<file path="src/rtl/snake_body_engine.sv">
// Snake-body engine: holds the ordered segment coordinates, moves or grows the snake on
// request with a one-segment-per-cycle collision scan, and drives the flattened LED map.
module snake_body_engine #(
  parameter int GRID_W   = 6,
  parameter int GRID_H   = 6,
  parameter int MAX_LEN  = 16,
  parameter int INIT_LEN = 2,
  parameter int WRAP     = 0,
  localparam int XW = $clog2(GRID_W),
  localparam int YW = $clog2(GRID_H),
  localparam int LW = $clog2(MAX_LEN + 1),
  localparam int NC = GRID_W * GRID_H
) (
  input  logic          clock,
  input  logic          restart,
  input  logic          init,
  input  logic          step,
  input  logic [1:0]    dir,
  input  logic [XW-1:0] apple_x,
  input  logic [YW-1:0] apple_y,
  output logic          busy,
  output logic          done,
  output logic          ate,
  output logic          collided,
  output logic          full,
  output logic [LW-1:0] size,
  output logic [XW-1:0] head_x,
  output logic [YW-1:0] head_y,
  output logic [NC-1:0] leds,
  output logic [2:0]    db_state
);

  typedef enum logic [2:0] {
    S_IDLE   = 3'd0,
    S_HEAD   = 3'd1,
    S_SCAN   = 3'd2,
    S_UPDATE = 3'd3,
    S_DONE   = 3'd4
  } state_t;

  localparam logic [1:0] DIR_UP = 2'd0, DIR_RIGHT = 2'd1, DIR_DOWN = 2'd2, DIR_LEFT = 2'd3;
  localparam logic [YW-1:0] INIT_Y = YW'(GRID_H / 2);

  function automatic logic [XW-1:0] init_x(input int i);
    return (i < INIT_LEN) ? XW'(INIT_LEN - 1 - i) : '0;
  endfunction

  state_t        state_q, state_d;
  logic [XW-1:0] seg_x_q [MAX_LEN];
  logic [XW-1:0] seg_x_d [MAX_LEN];
  logic [YW-1:0] seg_y_q [MAX_LEN];
  logic [YW-1:0] seg_y_d [MAX_LEN];
  logic [LW-1:0] size_q, size_d, n_q, n_d, idx_q, idx_d;
  logic [1:0]    last_dir_q, last_dir_d, dir_q, dir_d;
  logic [XW-1:0] cand_x_q, cand_x_d;
  logic [YW-1:0] cand_y_q, cand_y_d;
  logic          eat_q, eat_d, ate_q, ate_d, collided_q, collided_d, full_q, full_d;

  logic [1:0]    eff_dir;
  logic [XW-1:0] nx;
  logic [YW-1:0] ny;
  logic          wall, hit, eat_now;

  // NOTE: the segment store is reset because the initial body position is architectural
  // state, not don't-care contents; sequential state uses non-blocking assignments only.
  always_ff @(posedge clock or posedge restart) begin
    if (restart) begin
      state_q    <= S_IDLE;
      for (int i = 0; i < MAX_LEN; i++) begin
        seg_x_q[i] <= init_x(i);
        seg_y_q[i] <= INIT_Y;
      end
      size_q     <= LW'(INIT_LEN);
      n_q        <= '0;
      idx_q      <= '0;
      last_dir_q <= DIR_RIGHT;
      dir_q      <= DIR_RIGHT;
      cand_x_q   <= '0;
      cand_y_q   <= '0;
      eat_q      <= 1'b0;
      ate_q      <= 1'b0;
      collided_q <= 1'b0;
      full_q     <= 1'b0;
    end else begin
      state_q    <= state_d;
      seg_x_q    <= seg_x_d;
      seg_y_q    <= seg_y_d;
      size_q     <= size_d;
      n_q        <= n_d;
      idx_q      <= idx_d;
      last_dir_q <= last_dir_d;
      dir_q      <= dir_d;
      cand_x_q   <= cand_x_d;
      cand_y_q   <= cand_y_d;
      eat_q      <= eat_d;
      ate_q      <= ate_d;
      collided_q <= collided_d;
      full_q     <= full_d;
    end
  end

  // NOTE: every variable gets a default before the case so no latch is inferred.
  always_comb begin
    state_d = state_q;   seg_x_d = seg_x_q;   seg_y_d = seg_y_q;
    size_d = size_q;     n_d = n_q;           idx_d = idx_q;
    last_dir_d = last_dir_q;  dir_d = dir_q;
    cand_x_d = cand_x_q; cand_y_d = cand_y_q; eat_d = eat_q;
    ate_d = ate_q;       collided_d = collided_q;  full_d = full_q;
    nx = seg_x_q[0];     ny = seg_y_q[0];     wall = 1'b0;  hit = 1'b0;  eat_now = 1'b0;

    // A reversal onto the neck is replaced by continuing straight.
    eff_dir = (size_q > LW'(1) && dir_q == (last_dir_q ^ 2'b10)) ? last_dir_q : dir_q;
    case (eff_dir)
      DIR_UP: begin
        wall = (seg_y_q[0] == '0);
        ny   = wall ? YW'(GRID_H - 1) : seg_y_q[0] - YW'(1);
      end
      DIR_RIGHT: begin
        wall = (seg_x_q[0] == XW'(GRID_W - 1));
        nx   = wall ? '0 : seg_x_q[0] + XW'(1);
      end
      DIR_DOWN: begin
        wall = (seg_y_q[0] == YW'(GRID_H - 1));
        ny   = wall ? '0 : seg_y_q[0] + YW'(1);
      end
      default: begin
        wall = (seg_x_q[0] == '0);
        nx   = wall ? XW'(GRID_W - 1) : seg_x_q[0] - XW'(1);
      end
    endcase

    for (int i = 0; i < MAX_LEN; i++)
      if (LW'(i) == idx_q && seg_x_q[i] == cand_x_q && seg_y_q[i] == cand_y_q) hit = 1'b1;

    case (state_q)
      S_IDLE: begin
        if (step && !collided_q && !full_q) begin
          dir_d   = dir;
          state_d = S_HEAD;
        end
      end
      S_HEAD: begin
        dir_d = eff_dir;
        if (wall && WRAP == 0) begin
          collided_d = 1'b1;
          state_d    = S_DONE;
        end else begin
          eat_now  = (nx == apple_x) && (ny == apple_y);
          cand_x_d = nx;
          cand_y_d = ny;
          eat_d    = eat_now;
          // The tail vacates this move unless the snake grows, so it is not scanned.
          n_d      = eat_now ? size_q : size_q - LW'(1);
          idx_d    = '0;
          state_d  = (n_d == '0) ? S_UPDATE : S_SCAN;
        end
      end
      S_SCAN: begin
        if (hit) begin
          collided_d = 1'b1;
          state_d    = S_DONE;
        end else if (idx_q == n_q - LW'(1)) begin
          state_d = S_UPDATE;
        end else begin
          idx_d = idx_q + LW'(1);
        end
      end
      S_UPDATE: begin
        for (int i = MAX_LEN - 1; i > 0; i--) begin
          seg_x_d[i] = seg_x_q[i-1];
          seg_y_d[i] = seg_y_q[i-1];
        end
        seg_x_d[0] = cand_x_q;
        seg_y_d[0] = cand_y_q;
        last_dir_d = dir_q;
        if (eat_q && size_q < LW'(MAX_LEN)) begin
          size_d = size_q + LW'(1);
          ate_d  = 1'b1;
          if (size_q + LW'(1) == LW'(MAX_LEN)) full_d = 1'b1;
        end
        state_d = S_DONE;
      end
      S_DONE: begin
        ate_d   = 1'b0;
        state_d = S_IDLE;
      end
      default: state_d = S_IDLE;
    endcase

    if (init) begin
      state_d = S_IDLE;
      for (int i = 0; i < MAX_LEN; i++) begin
        seg_x_d[i] = init_x(i);
        seg_y_d[i] = INIT_Y;
      end
      size_d = LW'(INIT_LEN);  n_d = '0;  idx_d = '0;
      last_dir_d = DIR_RIGHT;  dir_d = DIR_RIGHT;
      cand_x_d = '0;  cand_y_d = '0;  eat_d = 1'b0;
      ate_d = 1'b0;   collided_d = 1'b0;  full_d = 1'b0;
    end
  end

  always_comb begin
    leds = '0;
    for (int i = 0; i < MAX_LEN; i++)
      if (LW'(i) < size_q)
        leds = leds | (NC'(1) << (int'(seg_y_q[i]) * GRID_W + int'(seg_x_q[i])));
  end

  assign busy     = (state_q != S_IDLE);
  assign done     = (state_q == S_DONE);
  assign ate      = (state_q == S_DONE) && ate_q;
  assign collided = collided_q;
  assign full     = full_q;
  assign size     = size_q;
  assign head_x   = seg_x_q[0];
  assign head_y   = seg_y_q[0];
  assign db_state = state_q;

endmodule

</file>
<file path="config.mk">
export PLATFORM = sky130hd
export DESIGN_NAME = snake_body_engine
export DESIGN_NICKNAME = d
export VERILOG_FILES = /design/src/rtl/snake_body_engine.sv
export SDC_FILE = /design/constraint.sdc
export NUM_CORES = 1
export LEC_CHECK = 0
export ABC_AREA = 1
export BUFFER_PORTS_ARGS = -buffer_cell sky130_fd_sc_hd__buf_4
export CAP_MARGIN = 20
export CORE_MARGIN = 5
export CORE_UTILIZATION = 45
export DETAILED_ROUTE_END_ITERATION = 6
export PLACE_DENSITY = 0.75
export SYNTH_ARGS = -nofsm -noshare
export SYNTH_HDL_FRONTEND = slang
export SYNTH_SLANG_ARGS = --single-unit
</file>
<file path="constraint.sdc">
create_clock -name clock -period 3.8 [get_ports clock]
set_input_delay 0.19 -clock clock [delete_from_list [all_inputs] [get_ports clock]]
set_output_delay 0.19 -clock clock [all_outputs]
set_load 0.05 [all_outputs]
</file>
# Word-level counts from Yosys, hierarchy flattened
# Index checks and enable logic that the tools add are counted.
# totals
in_bits,12
ff_bits,128
output_inout_bits,55
# classes
n_shift,16
n_lt_le_gt_ge,18
n_reduce_logical,63
add_sub_neg,24
mul,16
muxes,88
bitwise,16
eq_ne,69
# op_table
op,n
$mux W36,16
$shl A1 B7 Y36 const A,16
$or A36 B36 Y36,15
$mux W48,4
$add A6 B3 Y7,16
$eq A3 B3 Y1,34
$mul A3 B2 Y5 const B,16
$mux W5,11
$mux W3,15
$eq A4 B5 Y1 const A,8
$lt A4 B5 Y1 const A,8
$logic_and A1 B1 Y1,38
$mux W1,29
$ne A3 B3 Y1 const B,7
$eq A3 B5 Y1 const A,4
$lt A3 B5 Y1 const A,4
$pmux W3 S2,2
$pmux W3 S4,1
$reduce_bool A3 Y1,4
$add A5 B1 Y5 const B,2
$eq A2 B5 Y1 const A,2
$logic_not A5 Y1,2
$lt A1 B5 Y1 const A,2
$lt A2 B5 Y1 const A,2
30 further kinds,52

# Longest topological paths before layout
# depth
ltp_word,34
ltp_mapped,21
mapped_depth_nobuf,20

# Least setup slack after synthesis
# No wires, ideal clock.
# synth_timing
path_kind,register -> output
start,register seg_y_q (netlist bit head_y[1])
end,output port leds[24]
arrival_time_ns,3.181
setup_slack_ns,0.429
path_stages_with_launch,16
t_required_ns,3.610
cell_sequence,dfstp_2 inv_1 ha_1 inv_1 fa_1 nor2_1 nand2_1 xor2_1 nor2_1 nand2_2 nor2_1 buf_4 a32oi_1 o21ai_0 nor3_1 nand4_1
# synth_between
elab_chain_cells,34
# synth_rtl
element,line,rtl
"start, declared",51,logic [YW-1:0] seg_y_q [MAX_LEN];
"start signal, assigned",87,seg_y_q <= seg_y_d;
$mul A3 B2 Y5 (*),207,leds = leds | (NC'(1) << (int'(seg_y_q[i]) * GRID_W + int'(seg_x_q[i])));
$add A6 B3 Y7 (*),207,
$shl A1 B7 Y36 (*),207,
$mux W36 (*),206,if (LW'(i) < size_q)
$or A36 B36 Y36,207,
$mux W36 (*),206,
$or A36 B36 Y36,207,
$mux W36 (*),206,
(+18 left out),--,
$or A36 B36 Y36,207,
$mux W36 (*),206,
$or A36 B36 Y36,207,
$mux W36 (*),206,
$or A36 B36 Y36,207,
$mux W36 (*),206,
$or A36 B36 Y36,207,
$mux W36 (*),206,
"end, declared",29,"output logic [NC-1:0] leds,"
# Every way passes the cells marked *; elsewhere a longest branch is shown, timed or not.

# Worst setup path after layout
# layout_timing
start,register seg_y_q[9] (netlist bit)
end,output port leds[25]
# layout_between
elab_chain_cells,11
# layout_rtl
element,line
$mul A3 B2 Y5 (*),207
$add A6 B3 Y7 (*),207
$shl A1 B7 Y36 (*),207
$or A36 B36 Y36 (*),207
$mux W36 (*),206
$or A36 B36 Y36,207
$mux W36 (*),206
$or A36 B36 Y36,207
$mux W36 (*),206
$or A36 B36 Y36,207
$mux W36 (*),206
# Marked as above.

==> key figures <==
Global routing
  – Global-route wire length before repair: 129000 µm
  – Global routing usage on met1: 0.537
  – Initial antenna violation count: 0
  – Met2 global-route usage: 0.616
  – Gr usage total: 0.416
  – Overflow after GRT: 0
  – Largest net degree at the start of global routing: 85
  – Vias in the first global route: 19973
  – Busiest metal layer after global routing: met2
  – Routing usage on met3: 0.0862

Layout
  – Register Area: 3250 µm²
  – Commonest cells after routing, fill and taps aside: nand2_1 (361), inv_1 (349), buf_4 (302)
  – Final Cell Area: 21700 µm²
  – Antenna diodes: 0
  – Commonest non-fill, non-tap cell in the layout: nand2_1
  – Synthesis-to-layout area growth: 29.9%
  – Fillers: 3388
  – Area taken by multi-input logic gates: 13000 µm²
  – Fraction of layout cells with a size suffix above 1: 0.257
  – Final net count: 2928
  – Fin cells: 3271

Synthesis
  – Mapped Cells: 2541
  – Number of synthesized register bits: 128
  – Synth Area in XOR/XNOR: 0.0655
  – Mapped Area: 16700 µm²
  – Yosys warnings: 0
  – Compound-Gate Fraction of Synth Area: 0.170
  – Async SR Flop Fraction: 1.00
  – Synth Area in Simple Gates: 0.343
  – Avg Inst Size Synth: 6.58 µm²
  – Most used DFF post-synth: dfrtp_1
  – Adder-cell share of the synthesized area: 0.109
  – Largest family of logic cells by synthesized area: simple AND/OR/NAND/NOR gates
  – Unique masters post-synth: 62
  – Seq/Total Area, Yosys: 0.194
  – EDFF count, synth: 0
  – Syn nets: 2679
  – Mux share of post-synthesis cell area: 0

Timing
  – Worst Skew: 12.5 ps
  – Relative max-transition margin: 0.456
  – Slew Limit Fails: 0
  – Worst-Margin Slew: 816 ps
  – Fin crit share: 1.02
  – Final WS setup: -64.7 ps
  – Hold WS: 43.5 ps
  – Final setup viols: 6
  – Upper clock frequency limit: 259 MHz
  – Final min period: 3860 ps
  – RSZ-0062 raised after global routing: true
  – Final Hold Viols: 0

Setup path
  – CP startpoint kind: register
  – Worst Path Class, Setup: reg2out
  – R2R Setup Slk: 560 ps
  – Crit path arrival time: 3670 ps
  – Setup crit end kind: primary output
  – Worst endpoint required time: 3610 ps
  – Worst Path Max Fanout: 6

Detailed routing
  – Residual DRC: 28
  – Pre-antenna DRT Iters: 7
  – Routed vias: 21876
  – Post-DRT Antenna Nets: 0
  – Per-cell routed wire length: 28.0 µm
  – DR iter-0 viols: 3416
  – Final wirelength: 91600 µm
  – Via density: 6.69

Flow run
  – Max-Cap Viols: 0

Clocking
  – Total clock buffers created by CTS: 17
  – CTS Sinks: 128
  – Clk_lat worst skew: 430 ps
  – CTS Root Cell: clkbuf_16
  – H-tree Lvls: 4
  – TritonCTS clock tree: built
  – Worst-path clk slew: 70 ps
  – CTS max path bufs: 2

Placed design
  – Final GP Congestion: 1.27
  – Port bufs: 66
  – Post-detail-place hpwl: 70400 µm
  – Cell area after placement: 18900 µm²
  – Dpl cells: 3167

Power
  – VDD IR max: 0.000568 V
  – Internal Pwr Total: 3330 µW
  – Flop pwr share: 0.260
  – Sw Share: 0.446
  – Net switching power: 2680 µW
  – Power per cell area: 276 nW/µm²
  – Clock share of power: 0.288
  – Combinational Power Share: 0.452
  – Leakage Power: 0.00922 µW

Floorplan
  – FP Rows: 70
  – Core Area: 36600 µm²
  – Die ar.: 41100 µm²
  – Io pins: 67
  – Die Y: 203 µm
  – Initial Util: 0.457
  – Die Width: 203 µm

Outcome
  – Failing checks: design-rule violations, negative setup slack
  – Outcome: complete, but fails checks

Min path
  – Worst hold path type: in2reg
## cells by family (layout without fill, tap and decap cells)
family | count (synthesis) | in the layout
AOI/OAI and AO/OA | 412 | 412
xor gates and xnor gates | 122 | 122
adders and majority gates | 126 | 126
buffers and inverters | 507 | 768
DFF | 128 | 128
and+or+nand+nor | 1246 | 1247
## cell usage after synthesis, drive strengths merged, types with 14 or more instances
library cell / count / share of area
a2111oi: 22 / 0.012
a211oi: 18 / 0.0081
a21oi: 33 / 0.010
a221oi: 20 / 0.010
a22oi: 36 / 0.016
buf: 44 / 0.015
clkbuf: 62 / 0.014
clkinv: 14 / 0.0031
dfrtp: 92 / 0.14
dfstp: 36 / 0.057
fa: 32 / 0.038
ha: 94 / 0.070
inv: 387 / 0.088
nand2: 400 / 0.094
nand3: 247 / 0.078
nand4: 63 / 0.024
nor2: 280 / 0.065
nor3: 199 / 0.060
nor4: 38 / 0.014
o2111ai: 21 / 0.011
o21ai: 78 / 0.023
o22ai: 103 / 0.039
xnor2: 68 / 0.037
xor2: 54 / 0.029
## worst paths after layout
check,cells after the start,endpoint,start
max in group asynchronous,4,seg_y_q[18],restart
min reg2reg,2,ate_q,ate_q
min,3,dir_q[0],dir[0]
max reg2reg,13,idx_q[3],idx_q[0]
max,17,leds[25],seg_y_q[9]
min in group asynchronous,3,seg_y_q[14],restart
## worst max-delay path: stages (launching register included)
cell and delay [ps]:
dfstp_2 660, ha_4 180, inv_1 60, fa_2 410
inv_1 80, nand2_1 80, xor2_2 160, nand3_2 100
buf_6 120, nor2_4 40, inv_4 110, nor4_4 50
nand2_1 110, nand4_1 280, nor4_4 330, buf_4 180
o2111ai_4 100, buf_6 190
## per-layer routing
| layer | wire, µm | part of all wire |
|---|---|---|
| met1 | 33100 | 0.36 |
| met2 | 38100 | 0.42 |
| met3 | 11500 | 0.13 |
| met4 | 8880 | 0.097 |
| met5 | 0 | 0 |
## cell type report
cell class,instances,area share
inverter,401,0.0727
clock inverter,15,0.00847
sequential,128,0.150
timing repair buffer,335,0.123
multi-input combinational,1907,0.600
tap,468,0.0270
clock buffer,17,0.0196
## repair_timing
item,in CTS,in global routing
cloned,0,2
hold buffers,1,0
pin swaps,9,69
hold endpoints to repair,60,0
setup endpoints to repair,35,36
setup buffers,24,48
resized for setup,100,295
## flip-flops by register name (all words and copies together), names as in the netlist
register,count
seg_y_q,45
head_x,3
collided,1
n_q,5
cand_x_q,3
size,5
dir_q,2
full,1
head_y,3
seg_x_q,45
db_state,3
eat_q,1
last_dir_q,2
cand_y_q,3
idx_q,5
ate_q,1
## power by group through the flow
| stage | clock, µW | combinational [µW] | sequential (µW) |
|---|---|---|---|
| CTS | 1720 | 2480 | 1560 |
| finish | 1730 | 2710 | 1560 |
| detailed placement | 0 | 2380 | 1580 |
| global route | 1790 | 2810 | 1570 |
| global placement | 0 | 2340 | 1570 |
| floorplan | 0 | 1570 | 1570 |
## metrics by stage
stage	TNS (ps)	utilization	worst slack (ps)	total power, µW
after detailed placement	0	0.515	7.50	3960
after global routing	-1010	0.593	-101	6170
after global placement	-118	0.515	-118	3910
after floorplan	0	-	257	3140
after CTS	-159	0.548	-79.9	5760
final	-207	0.593	-64.7	6010
(Power assumes the default switching activity.)
